## src/rtl/multicycle_ctrl_fsm.sv

```systemverilog
// Moore control FSM for a multi-cycle RV32 datapath with a single shared
// memory port. It sequences fetch / decode / execute / memory / writeback
// from the IR opcode, stalls on the memory handshake and counts retired
// instructions.
//
// Memory handshake: mem_req_o is held high for the whole access and the
// access completes in the cycle where mem_req_o && mem_ready_i. The request
// is never dropped before ready (except by reset). mem_ready_i is ignored
// in every state that does not request memory.
//
// Optional feature: define CTRL_ITYPE_EN to decode OP-IMM (0010011) through
// an EXEC_I state. Without it, that opcode is handled as illegal.
//
// Control outputs are registered copies of the decode of the next state.
// ir_write_o / pc_write_o are the one exception: they are the FETCH flag
// qualified by mem_ready_i, because the IR must load on the completing cycle.
module multicycle_ctrl_fsm #(
    parameter bit ILLEGAL_HALT = 1'b1,
    parameter int CNT_W        = 32
) (
    input  logic             clk_i,
    input  logic             rst_ni,
    input  logic [6:0]       opcode_i,
    input  logic             mem_ready_i,
    output logic             mem_req_o,
    output logic             mem_we_o,
    output logic             adr_src_o,
    output logic             ir_write_o,
    output logic             pc_write_o,
    output logic             branch_o,
    output logic             reg_write_o,
    output logic [1:0]       result_src_o,
    output logic [1:0]       alu_src_a_o,
    output logic [1:0]       alu_src_b_o,
    output logic [1:0]       alu_op_o,
    output logic             illegal_o,
    output logic [CNT_W-1:0] instret_o,
    output logic [3:0]       dbg_state_o
);

    localparam logic [6:0] OP_LOAD   = 7'b0000011;
    localparam logic [6:0] OP_STORE  = 7'b0100011;
    localparam logic [6:0] OP_REG    = 7'b0110011;
    localparam logic [6:0] OP_BRANCH = 7'b1100011;
`ifdef CTRL_ITYPE_EN
    localparam logic [6:0] OP_IMM    = 7'b0010011;
`endif

    typedef enum logic [3:0] {
        S_RST      = 4'd0,
        S_FETCH    = 4'd1,
        S_DECODE   = 4'd2,
        S_MEMADR   = 4'd3,
        S_MEMREAD  = 4'd4,
        S_MEMWB    = 4'd5,
        S_MEMWRITE = 4'd6,
        S_EXEC_R   = 4'd7,
        S_ALUWB    = 4'd8,
        S_BRANCH   = 4'd9,
        S_HALT     = 4'd10
`ifdef CTRL_ITYPE_EN
        ,
        S_EXEC_I   = 4'd11
`endif
    } state_e;

    typedef struct packed {
        logic       mem_req;
        logic       mem_we;
        logic       adr_src;
        logic       fetch;
        logic       branch;
        logic       reg_write;
        logic [1:0] result_src;
        logic [1:0] alu_src_a;
        logic [1:0] alu_src_b;
        logic [1:0] alu_op;
        logic       illegal;
    } ctrl_t;

    state_e           state_q, state_d;
    ctrl_t            ctrl_q;
    logic             retire_d;
    logic [CNT_W-1:0] instret_q;

    // Control word for each state; anything not set stays 0.
    function automatic ctrl_t decode(state_e s);
        ctrl_t c;
        c = '0;
        case (s)
            S_FETCH: begin
                c.mem_req = 1'b1; c.fetch = 1'b1;
                c.alu_src_b = 2'b10; c.result_src = 2'b10;
            end
            S_DECODE:   begin c.alu_src_a = 2'b01; c.alu_src_b = 2'b01; end
            S_MEMADR:   begin c.alu_src_a = 2'b10; c.alu_src_b = 2'b01; end
            S_MEMREAD:  begin c.mem_req = 1'b1; c.adr_src = 1'b1; end
            S_MEMWB:    begin c.result_src = 2'b01; c.reg_write = 1'b1; end
            S_MEMWRITE: begin c.mem_req = 1'b1; c.mem_we = 1'b1; c.adr_src = 1'b1; end
            S_EXEC_R:   begin c.alu_src_a = 2'b10; c.alu_op = 2'b10; end
`ifdef CTRL_ITYPE_EN
            S_EXEC_I: begin
                c.alu_src_a = 2'b10; c.alu_src_b = 2'b01; c.alu_op = 2'b10;
            end
`endif
            S_ALUWB:    begin c.reg_write = 1'b1; end
            S_BRANCH:   begin c.alu_src_a = 2'b10; c.alu_op = 2'b01; c.branch = 1'b1; end
            S_HALT:     begin c.illegal = 1'b1; end
            default:    c = '0;
        endcase
        return c;
    endfunction

    // Next-state selection and retire detection for the current state.
    always_comb begin
        state_d  = state_q;
        retire_d = 1'b0;
        case (state_q)
            S_RST:   state_d = S_FETCH;
            S_FETCH: if (mem_ready_i) state_d = S_DECODE;
            S_DECODE: begin
                case (opcode_i)
                    OP_LOAD, OP_STORE: state_d = S_MEMADR;
                    OP_REG:            state_d = S_EXEC_R;
                    OP_BRANCH:         state_d = S_BRANCH;
`ifdef CTRL_ITYPE_EN
                    OP_IMM:            state_d = S_EXEC_I;
`endif
                    default: begin
                        if (ILLEGAL_HALT) begin
                            state_d = S_HALT;
                        end else begin
                            state_d  = S_FETCH;
                            retire_d = 1'b1;
                        end
                    end
                endcase
            end
            // opcode_i is re-checked here; anything but a store takes the load path.
            S_MEMADR:  state_d = (opcode_i == OP_STORE) ? S_MEMWRITE : S_MEMREAD;
            S_MEMREAD: if (mem_ready_i) state_d = S_MEMWB;
            S_MEMWB: begin
                state_d  = S_FETCH;
                retire_d = 1'b1;
            end
            S_MEMWRITE: begin
                if (mem_ready_i) begin
                    state_d  = S_FETCH;
                    retire_d = 1'b1;
                end
            end
            S_EXEC_R: state_d = S_ALUWB;
`ifdef CTRL_ITYPE_EN
            S_EXEC_I: state_d = S_ALUWB;
`endif
            S_ALUWB, S_BRANCH: begin
                state_d  = S_FETCH;
                retire_d = 1'b1;
            end
            S_HALT:  state_d = S_HALT;
            default: state_d = S_RST;
        endcase
    end

    // State, registered control word and retire counter; reset wins over retire.
    always_ff @(posedge clk_i) begin
        if (!rst_ni) begin
            state_q   <= S_RST;
            ctrl_q    <= '0;
            instret_q <= '0;
        end else begin
            state_q <= state_d;
            ctrl_q  <= decode(state_d);
            if (retire_d) instret_q <= instret_q + CNT_W'(1);
        end
    end

    assign mem_req_o    = ctrl_q.mem_req;
    assign mem_we_o     = ctrl_q.mem_we;
    assign adr_src_o    = ctrl_q.adr_src;
    assign ir_write_o   = ctrl_q.fetch & mem_ready_i;
    assign pc_write_o   = ctrl_q.fetch & mem_ready_i;
    assign branch_o     = ctrl_q.branch;
    assign reg_write_o  = ctrl_q.reg_write;
    assign result_src_o = ctrl_q.result_src;
    assign alu_src_a_o  = ctrl_q.alu_src_a;
    assign alu_src_b_o  = ctrl_q.alu_src_b;
    assign alu_op_o     = ctrl_q.alu_op;
    assign illegal_o    = ctrl_q.illegal;
    assign instret_o    = instret_q;
    assign dbg_state_o  = state_q;

endmodule

```

## config.mk

```make
export PLATFORM = sky130hd
export DESIGN_NAME = multicycle_ctrl_fsm
export DESIGN_NICKNAME = d
export VERILOG_FILES = /design/src/rtl/multicycle_ctrl_fsm.sv
export SDC_FILE = /design/constraint.sdc
export NUM_CORES = 1
export LEC_CHECK = 0
export BUFFER_PORTS_ARGS = -buffer_cell sky130_fd_sc_hd__buf_4
export CAP_MARGIN = 20
export CORE_MARGIN = 3
export CORE_UTILIZATION = 43
export CTS_BUF_LIST = sky130_fd_sc_hd__clkbuf_16
export DETAILED_ROUTE_END_ITERATION = 10
export PLACE_DENSITY = 0.69
export SYNTH_ARGS = -nofsm -noshare
export SYNTH_HDL_FRONTEND = slang
export SYNTH_SLANG_ARGS = --single-unit
```

## constraint.sdc

```tcl
create_clock -name clk_i -period 3.5 [get_ports clk_i]
set_input_delay 0.35 -clock clk_i [delete_from_list [all_inputs] [get_ports clk_i]]
set_output_delay 0.35 -clock clk_i [all_outputs]
set_load 0.01 [all_outputs]
```

==> summary.txt, run 1 <==
Logic synthesis
  • Mapped Area: 2360 um^2
  • Seq cells post-synth: 48
  • Warnings, synthesis: 0
  • Area contributors post-synth: dfxtp_1, a21oi_1, xnor2_1
  • Number of synthesized flops with an enable pin: 0
  • Cell taking the most area after synthesis: dfxtp_1
  • Syn Nets: between 200 and 300
  • Ys flop type: dfxtp_1
  • Sequential-to-total area share from yosys stat: 40.7%
  • Synth top area share: 40.7%
  • Async set-reset flop share out of synthesis: 0%
  • Post-synth cell types: 61
  • Cells after synthesis: 259
  • Mapped Avg Cell Area: roughly 9.1 um^2

Placement
  • Placed insts: around 380
  • Final GP Congestion: 0.779
  • # port buffers: 61
  • Post-DP HPWL: 3620 um
  • Post-DP Area: 2840 um^2

STA
  • Max-slew violations: 0
  • Period utilization: around 64%
  • Final setup fails: 0
  • Final hold violation count: 0
  • Clock Skew: 0.00521 ns
  • Aggregate negative setup slack: 0 ns
  • Max Clock Freq: approximately 450 MHz
  • Minimum clock period after layout: 2.24 ns
  • Unrepaired setup endpoints after global routing: false
  • Worst slew pin tran: approximately 0.63 ns
  • Max-slew headroom: 57.9%

Global route
  • Largest net degree at the start of global routing: 31
  • First-pass GRT wire length: roughly 8300 um
  • Global Route Usage Sum: 16.0%
  • Antenna violations before repair: 0
  • Total congestion overflow: 0
  • Vias in the first global route: 1768

Die
  • Std cell rows: 26
  • Core Area: around 5200 um^2
  • Boundary Pins: 62
  • Die H: approximately 80 um
  • Initial Utilization: 45.3%
  • Die width: 80.1 um
  • Total Die Area: 6410 um^2

Pwr
  • Peak supply drop: ~0.3 mV
  • Power density cells: 380 nW/um^2
  • Tot Pwr: 0.00113 W
  • Leakage: 1.10 nW

Clock tree
  • Clock latency on the worst-skew pair: ~0.28 ns
  • Clk pin slew, worst setup/hold paths: approximately 0.060 ns
  • CTS tree: done
  • Clock tree root driver cell: clkbuf_16
  • Setup Fix Bufs, Post-CTS: 0
  • Total CTS buffers: 5
  • Cts-stage hold buffer count: 0
  • PostCTS Resize Cnt: 0
  • H-Tree Depth: 2
  • CTS Sinks: 48
  • CTS Buffer Depth: 2

Finish
  • Core Util, Final: 57.2%
  • Fillcell total: just under 500
  • Area Overhead vs Synth: 26.2%
  • Final net count: 325
  • Final Instance Area: 2980 um^2
  • Share of cells above drive strength 1: 27.9%
  • Layout Cells excl Fill: 385
  • # diodes: 0

Setup path
  • Max stage delay on crit path: 0.54 ns
  • Startpoint Class: register
  • Critical path class: register to register
  • Critical Path RT: about 3.7 ns
  • Crit path max-delay cell type: dfxtp_1
  • CP arrival: around 2.5 ns
  • Max Fanout on Critical Path: 17
  • CP endpoint kind: register
  • Crit-path cells: nor2b_2 -> and3_1 -> o2111ai_2 -> or4_1 -> a21oi_1

Routing
  • DRT iter0 DRCs: approximately 120
  • Wire length per cell: 13.0 um
  • Final ANT Viol Nets: 0
  • Routed via count: 2057
  • # DRC: 0
  • Final wirelength: between 5000 and 6000 um
  • Via-per-instance ratio: 5.34
  • Drt first pass iters: 4

Job
  • Max-Cap Viols: 0

Outcome
  • Status: finished clean

Hold path
  • Worst hold path type: input pin to register
## per-stage QoR
step / worst slack [ns] / hold WS, ns
finish: 1.26 / 0.379
global route: 1.08 / 0.378
CTS: 1.27 / 0.377
detailed placement: 1.29 / 0.471
global placement: 1.39 / 0.459
floorplan: 1.61 / 0.486
## kinds of logic (layout without fill, tap and decap cells)
family | after synthesis | after routing | share of synthesized area (%)
AND/OR/NAND/NOR | 110 | 110 | 27.9
AO/OA/AOI/OAI | 63 | 63 | 21.0
flip-flops | 48 | 48 | 40.7
buffers and inverters | 23 | 79 | 4.56
XOR/XNOR | 13 | 13 | 4.83
adder cells (fa/ha/maj) | 1 | 1 | 0.530
multiplexers | 1 | 1 | 0.424
## per-layer routing
layer  global-route usage [%]  up-vias  routed length [um]
met2                     26.0       39                2350
met1                     21.1      962                2390
met5                        0        -                   0
li1                         -     1054                   -
met3                     4.26        2                 240
met4                     3.55        0                  27
## power by group
group          total [W]  leakage (nW)  switching [W]  internal (W)
logic           0.000116         0.643      0.0000609     0.0000549
registers       0.000573         0.388      0.0000146      0.000558
clock network   0.000442        0.0710       0.000182      0.000259
total            0.00113          1.10       0.000258      0.000872
## worst paths after layout
check	slack, ns	depth (start not counted)	startpoint	end
max	1.26	5	dbg_state_o[1]	instret_o[29]
min	0.38	2	rst_ni	instret_o[27]
max reg2reg	1.26	5	dbg_state_o[1]	instret_o[29]
min reg2reg	0.48	2	instret_o[31]	instret_o[31]
## Yosys cell counts, types with 2 or more instances
master,number
a2111oi_0,2
a2111oi_1,2
a211oi_1,2
a21oi_1,19
and2_1,4
and3_1,4
and4_1,2
buf_2,5
buf_4,4
clkbuf_1,5
dfxtp_1,48
inv_1,7
nand2_1,15
nand2b_1,4
nand3_1,12
nand3b_1,2
nand4_1,6
nor2_1,20
nor2b_1,5
nor3_1,3
nor3b_1,3
o2111ai_1,2
o211ai_1,2
o21ai_0,13
o31ai_1,7
or3_1,9
or4_1,7
xnor2_1,9
xor2_1,4
## worst max-delay path, delay by kind of cell, from the launching register on
| family | cells | cell delay (ns) |
|---|---|---|
| simple gates | 3 | 1.11 |
| flops | 1 | 0.54 |
| compound gates | 2 | 0.52 |
## cells in the final DEF, fill, tap and decap left out, types with 3 or more instances in the layout
cell type	n
clkbuf_16	5
nand2_1	15
or3_1	9
nand3_1	12
nor2_1	20
inv_1	7
nor2b_1	5
dfxtp_1	48
xnor2_1	9
and3_1	4
and2_1	4
nand4_1	6
o31ai_1	7
o21ai_0	13
xor2_1	4
or4_1	7
nor3b_1	3
nand2b_1	4
a21oi_1	19
buf_4	62
nor3_1	3
## state kept, by name (all words and copies together), names as in the netlist
name	count
adr_src_o	1
alu_op_o	2
alu_src_a_o	2
alu_src_b_o	1
ctrl_q	1
dbg_state_o	4
illegal_o	1
instret_o	32
mem_req_o	1
mem_we_o	1
reg_write_o	1
result_src_o	1
## area by class of cell
cell class                 count  area, um^2  area share (%)
clock buffer                   5         125            4.20
sequential                    48         961            32.3
inverter                       9        33.8            1.13
multi-input combinational    188        1290            43.4
tap                           70        87.6            2.94
clock inverter                 3        13.8           0.462
timing repair buffer          62         465            15.6
(Power assumes the default switching activity.)
==> inputs of run 2 (changes only) <==
Settings changed: ABC_AREA set to 1, PLACE_DENSITY 0.69 to 0.68.
Clock period 3.5 ns to 2.1 ns, I/O delays scaled along.
==> summary.txt, run 2 <==
Outcome
  • Status: finished clean

Global route
  • First-pass GRT wire length: 12900 um (+55%)
  • Vias in the first global route: 2698 (+53%)
  • Largest net degree at the start of global routing: 21 (-32%)
  • Global Route Usage Sum: 21.7% (+5.7 points)
  • Total congestion overflow: 0 (unchanged)
  • Antenna violations before repair: 0 (unchanged)

Finish
  • Commonest non-fill, non-tap cell in the layout: nand2_1
  • Layout Cells excl Fill: 584 (+52%)
  • Area Overhead vs Synth: 25.6%
  • Fillcell total: 618 (+27%)
  • Share of cells above drive strength 1: 17.3% (-11 points)
  • # diodes: 0 (unchanged)
  • Most frequent cells in the layout: nand2_1, nor2_1, buf_4
  • Final net count: 519 (+60%)
  • Largest register FFs: 32 (unchanged)

Clock tree
  • Clock tree root driver cell: clkbuf_16
  • H-Tree Depth: 2 (unchanged)
  • CTS Buffer Depth: 2 (unchanged)
  • Setup Fix Bufs, Post-CTS: 0 (unchanged)
  • PostCTS Resize Cnt: 0 (unchanged)
  • Clock latency on the worst-skew pair: 0.29 ns (about the same)
  • CTS tree: done
  • Cts-stage hold buffer count: 0 (unchanged)
  • Total CTS buffers: 5 (unchanged)
  • Clk pin slew, worst setup/hold paths: 0.07 ns (about the same)
  • CTS Sinks: 48 (unchanged)

Logic synthesis
  • Number of synthesized flops with an enable pin: 0 (unchanged)
  • Syn Nets: 458 (+70%)
  • Cell taking the most area after synthesis: dfxtp_1
  • Area contributors post-synth: dfxtp_1, nand2_1, nor2_1
  • Async set-reset flop share out of synthesis: 0% (unchanged)
  • Cell with the most instances after synthesis: nand2_1
  • Cells after synthesis: 447 (+73%)
  • Commonest cells post-synth: nand2_1, nor2_1, inv_1
  • Warnings, synthesis: 0 (unchanged)
  • Seq cells post-synth: 48 (unchanged)
  • Mapped Area: 2690 um^2 (+14%)
  • Mapped Avg Cell Area: 6.01 um^2 (-34%)
  • Synth top area share: 35.8% (-5.0 points)
  • Sequential-to-total area share from yosys stat: 35.8% (-5.0 points)
  • Ys flop type: dfxtp_1
  • Post-synth cell types: 25 (-59%)

STA
  • Final hold violation count: 0 (unchanged)
  • Clock Skew: 0.00681 ns (+0.00160 ns)
  • Minimum clock period after layout: 1.76 ns (-0.482 ns)
  • Final setup fails: 0 (unchanged)
  • Unrepaired setup endpoints after global routing: false
  • Max-slew headroom: 70.5% (+13 points)
  • Worst slew pin tran: 0.441 ns (-0.191 ns)
  • Period utilization: 83.6% (+20 points)
  • Max-slew violations: 0 (unchanged)
  • Max Clock Freq: 570 MHz (+27%)
  • Aggregate negative setup slack: 0 ns (unchanged)

Setup path
  • Max Fanout on Critical Path: 5 (-12)
  • R2r startpoint: instret_o[0]
  • Reg-to-reg endpoint: instret_o[18]
  • CP arrival: 1.93 ns (-0.52 ns)
  • Worst setup path end: instret_o[18]
  • CP endpoint kind: register
  • R2R setup slack: 0.34 ns (-0.92 ns)
  • Critical Path RT: 2.28 ns (-1.43 ns)
  • R2R depth: 8 (+3)
  • Startpoint Class: register
  • Critical path class: register to register
  • Crit path launch: instret_o[0]

Pwr
  • Peak supply drop: 0.382 mV (+28%)
  • Leakage: 1.43 nW (+30%)
  • Power density cells: 625 nW/um^2 (+65%)

Placement
  • Post-DP HPWL: 5780 um (+60%)
  • Placed insts: 576 (+53%)
  • Final GP Congestion: 0.928 (+19%)
  • # port buffers: 61 (unchanged)

Die
  • Std cell rows: 28 (+7.7%)
  • Total Die Area: 7240 um^2 (+13%)
  • Initial Utilization: 44.9% (-0.47 points)
  • Core Area: 5990 um^2 (+15%)
  • Die width: 85.1 um (+6.2%)
  • Die H: 85.1 um (+6.2%)
  • Boundary Pins: 62 (unchanged)

Hold path
  • Hold Crit Start: rst_ni
  • Worst hold path type: input pin to register

Routing
  • Final ANT Viol Nets: 0 (unchanged)
  • Via-per-instance ratio: 4.98 (-6.9%)
  • Routed via count: 2906 (+41%)
  • Wire length per cell: 13.0 um (-0.40%)
  • DRT iter0 DRCs: 249 (+110%)
  • # DRC: 0 (unchanged)
  • Final wirelength: 7580 um (+51%)
  • Drt first pass iters: 5 (+1)

Job
  • Max-Cap Viols: 0 (unchanged)
[run 2: cells by family after synthesis]
| family | synth area share, % |
|---|---|
| buf+inv | 9.92 |
| flops | 35.8 |
| simple gates | 44.7 |
| compound gates | 7.54 |
| xor+xnor | 1.63 |
| fa+ha+maj | 0.465 |
[run 2: worst min path at each step]
stage                           endpoint  slack (ns)  cells after the start
after global placement      instret_o[0]        0.48                      1
final                       instret_o[5]        0.25                      3
after global routing        instret_o[5]        0.26                      3
after detailed placement   instret_o[13]        0.49                      2
after floorplan           dbg_state_o[1]        0.35                      2
after CTS                   instret_o[5]        0.24                      3
[run 2: cell type report]
class                      count  area, um^2  area share (%)
clock buffer                   5         125            3.71
clock inverter                 3        47.5            1.41
inverter                      53         199            5.90
multi-input combinational    335        1460            43.3
sequential                    48         961            28.5
tap                           75        93.8            2.78
timing repair buffer          65         488            14.5
[run 2: layer usage]
layer	track usage (%)	part of all wire, %	wire (um)	up-vias
met5	0	0	0	-
met4	7.63	1.5	112	0
met3	3.79	5.9	445	12
met2	33.1	44	3330	89
met1	30.8	49	3690	1301
li1	-	-	-	1504
[run 2: worst max-delay path, stage by stage, from the launching register on]
cell and delay (ns):
dfxtp_1 0.40, ha_1 0.24, inv_1 0.08, nor2_1 0.24
nand3b_1 0.19, a21oi_1 0.28, nand4_1 0.12, nand2_1 0.07
nor2_1 0.03
[run 2: power by group]
part / switching (W) / internal, W
Clock: 0.000360 / 0.000566
Sequential: 0.0000216 / 0.000933
Combinational: 0.000139 / 0.0000890
Total: 0.000520 / 0.00159
[run 2: metrics by stage]
stage / setup WS (ns) / utilization, % / cell area, um^2 / total power, W / hold slack (ns)
6_report: 0.345 / 56.3 / 3370 / 0.00211 / 0.250
5_1_grt: 0.123 / 56.3 / 3370 / 0.00218 / 0.263
4_1_cts: 0.357 / 56.3 / 3370 / 0.00213 / 0.244
3_5_place_dp: 0.368 / 53.4 / 3200 / 0.00120 / 0.488
3_3_place_gp: 0.451 / 53.4 / 3200 / 0.00120 / 0.482
2_1_floorplan: 0.588 / - / 2690 / 0.00111 / 0.346
==> inputs of run 3 (changes only) <==
Settings changed: ABC_AREA 1 to 0, PLACE_DENSITY 0.68 to 0.69.
Clock period 2.1 ns to 1.72 ns, I/O delays scaled along.
==> summary.txt, run 3 (synthesis gave the netlist of run 1 again) <==
Setup path
  • Reg-to-reg endpoint: mem_req_o
  • R2r startpoint: dbg_state_o[0]
  • Max stage delay on crit path: 0.58 ns (+0.18 ns)
  • Critical path class: register to register
  • Max Fanout on Critical Path: 4 (-1)
  • Critical Path RT: 1.90 ns (-0.38 ns)
  • Crit path max-delay cell type: or4b_4
  • CP bufs+invs: 0 (-1)
  • Startpoint Class: register
  • Crit path max-delay family: simple AND/OR/NAND/NOR gates
  • CP arrival: 1.99 ns (+0.06 ns)
  • Crit-path cells: or4b_4 -> a2111oi_4 -> a31oi_4 -> and3_4 -> or2_1
  • Worst setup path end: mem_req_o
  • R2R setup slack: -0.09 ns (-0.44 ns)
  • R2R depth: 5 (-3)
  • CP endpoint kind: register
  • Critical path depth: 5 (-3)
  • Crit path launch: dbg_state_o[0]

Routing
  • DRT iter0 DRCs: 126 (-49%)
  • # DRC: 0 (unchanged)
  • Routed via count: 2457 (-15%)
  • Wire length per cell: 15.4 um (+19%)
  • Final ANT Viol Nets: 0 (unchanged)
  • Final wirelength: 7030 um (-7.3%)
  • Via-per-instance ratio: 5.39 (+8.3%)
  • Drt first pass iters: 4 (-1)

Die
  • Total Die Area: 6410 um^2 (-11%)
  • Die width: 80.1 um (-5.9%)
  • Die H: 80.1 um (-5.9%)
  • Core Area: 5200 um^2 (-13%)
  • Std cell rows: 26 (-7.1%)
  • Boundary Pins: 62 (unchanged)
  • Initial Utilization: 45.3% (+0.47 points)

STA
  • Final hold violation count: 0 (unchanged)
  • Period utilization: 105% (+22 points)
  • Setup WS post-layout: -0.0931 ns (-0.438 ns)
  • Minimum clock period after layout: 1.81 ns (+0.0578 ns)
  • Final setup fails: 19 (+19)
  • Worst slew pin tran: 0.419 ns (-0.0217 ns)
  • Max-slew violations: 0 (unchanged)
  • Clock Skew: 0.00991 ns (+0.00310 ns)
  • Unrepaired setup endpoints after global routing: true
  • Max Clock Freq: 552 MHz (-3.2%)
  • Max-slew headroom: 71.8% (+1.3 points)

Finish
  • Final net count: 396 (-24%)
  • Area Overhead vs Synth: 60.6%
  • Largest register FFs: 32 (unchanged)
  • Most frequent cells in the layout: buf_4, dfxtp_1, nor2_1
  • Core Util, Final: 72.8% (+16 points)
  • Share of cells above drive strength 1: 49.0% (+32 points)
  • # diodes: 0 (unchanged)
  • Commonest non-fill, non-tap cell in the layout: buf_4
  • Layout Cells excl Fill: 456 (-22%)

Clock tree
  • Total CTS buffers: 5 (unchanged)
  • CTS tree: done
  • CTS Buffer Depth: 2 (unchanged)
  • Clock latency on the worst-skew pair: 0.29 ns (about the same)
  • Clock tree root driver cell: clkbuf_16
  • Cts-stage hold buffer count: 0 (unchanged)
  • CTS Sinks: 48 (unchanged)
  • Clk pin slew, worst setup/hold paths: 0.07 ns (about the same)
  • H-Tree Depth: 2 (unchanged)

Global route
  • Antenna violations before repair: 0 (unchanged)
  • Grt met2 use: 35.7% (+2.6 points)
  • Most used routing layer: met2
  • Largest net degree at the start of global routing: 31 (+48%)
  • Met3 Track Usage GR: 4.26% (+0.47 points)
  • Met1 GRT Util: 24.2% (-6.5 points)
  • First-pass GRT wire length: 10300 um (-20%)
  • Total congestion overflow: 0 (unchanged)
  • Global Route Usage Sum: 20.3% (-1.4 points)
  • Vias in the first global route: 2227 (-17%)

Outcome
  • Failing checks: setup timing
  • Status: complete, but fails checks

Job
  • Max-Cap Viols: 0 (unchanged)

Placement
  • # port buffers: 61 (unchanged)
  • Post-DP HPWL: 4270 um (-26%)
  • Final GP Congestion: 0.799 (-14%)
  • Post-Place Worst Slack: -0.148 ns (-0.516 ns)
  • Placed insts: 428 (-26%)

Pwr
  • Peak supply drop: 0.417 mV (+9.3%)
  • Leakage: 1.51 nW (+5.3%)
  • Power density cells: 689 nW/um^2 (+10%)

Hold path
  • Worst hold path type: input pin to register
==> run 3: layout make-up <==
type | instances | area [um^2]
inverters | 9 | 33.8
multi-input cells | 190 | 1500
fillers | 386 | 1420
well taps | 70 | 87.6
flip-flops and latches | 48 | 976
repair buffers | 131 | 1020
clock buffers | 5 | 125
clock inverters | 3 | 42.5
==> run 3: worst register-to-register path, cell delays in order (launching register included) <==
cell       delay (ns)
dfxtp_4          0.36
or4b_4           0.59
a2111oi_4        0.27
a31oi_4          0.08
and3_4           0.20
or2_1            0.21
==> run 3: power breakdown <==
part	internal (W)	total, W	switching [W]	leakage [nW]
logic	0.000176	0.000341	0.000165	1.04
clock network	0.000684	0.00111	0.000431	0.0814
registers	0.00113	0.00116	0.0000205	0.392
total	0.00199	0.00261	0.000616	1.51
==> run 3: worst min-delay path by stage <==
stage                             start              to  slack [ns]  cells past startpoint
after detailed placement  instret_o[31]   instret_o[31]        0.47                      2
after global routing             rst_ni   instret_o[27]        0.19                      2
after global placement    instret_o[31]   instret_o[31]        0.45                      2
after CTS                        rst_ni   instret_o[27]        0.19                      2
after floorplan             opcode_i[4]  alu_src_a_o[1]        0.41                      2
final                            rst_ni   instret_o[27]        0.19                      2
==> run 3: through the flow <==
step / instance area (um^2) / setup TNS (ns) / power (W) / hold WS (ns)
after floorplan: 2420 / -0.215 / 0.00135 / 0.408
after detailed placement: 3250 / -1.14 / 0.00148 / 0.467
final: 3790 / -1.12 / 0.00261 / 0.189
after global placement: 3250 / -0.521 / 0.00148 / 0.452
after CTS: 3560 / -0.613 / 0.00259 / 0.189
after global routing: 3790 / -3.45 / 0.00269 / 0.191
==> run 3: what timing repair did <==
item | 4_1_cts | 5_1_grt
buffers inserted | 9 | 9
gates cloned | 1 | 1
pin swaps | 5 | 16
resized for setup | 15 | 32
setup endpoints to repair | 18 | 35
hold endpoints to repair | 0 | 0
==> run 3: routing by layer <==
metal | wire (um) | vias to the layer above
met2 | 3510 | 80
met3 | 363 | 12
met1 | 3000 | 1158
li1 | - | 1207
met5 | 0 | -
met4 | 150 | 0
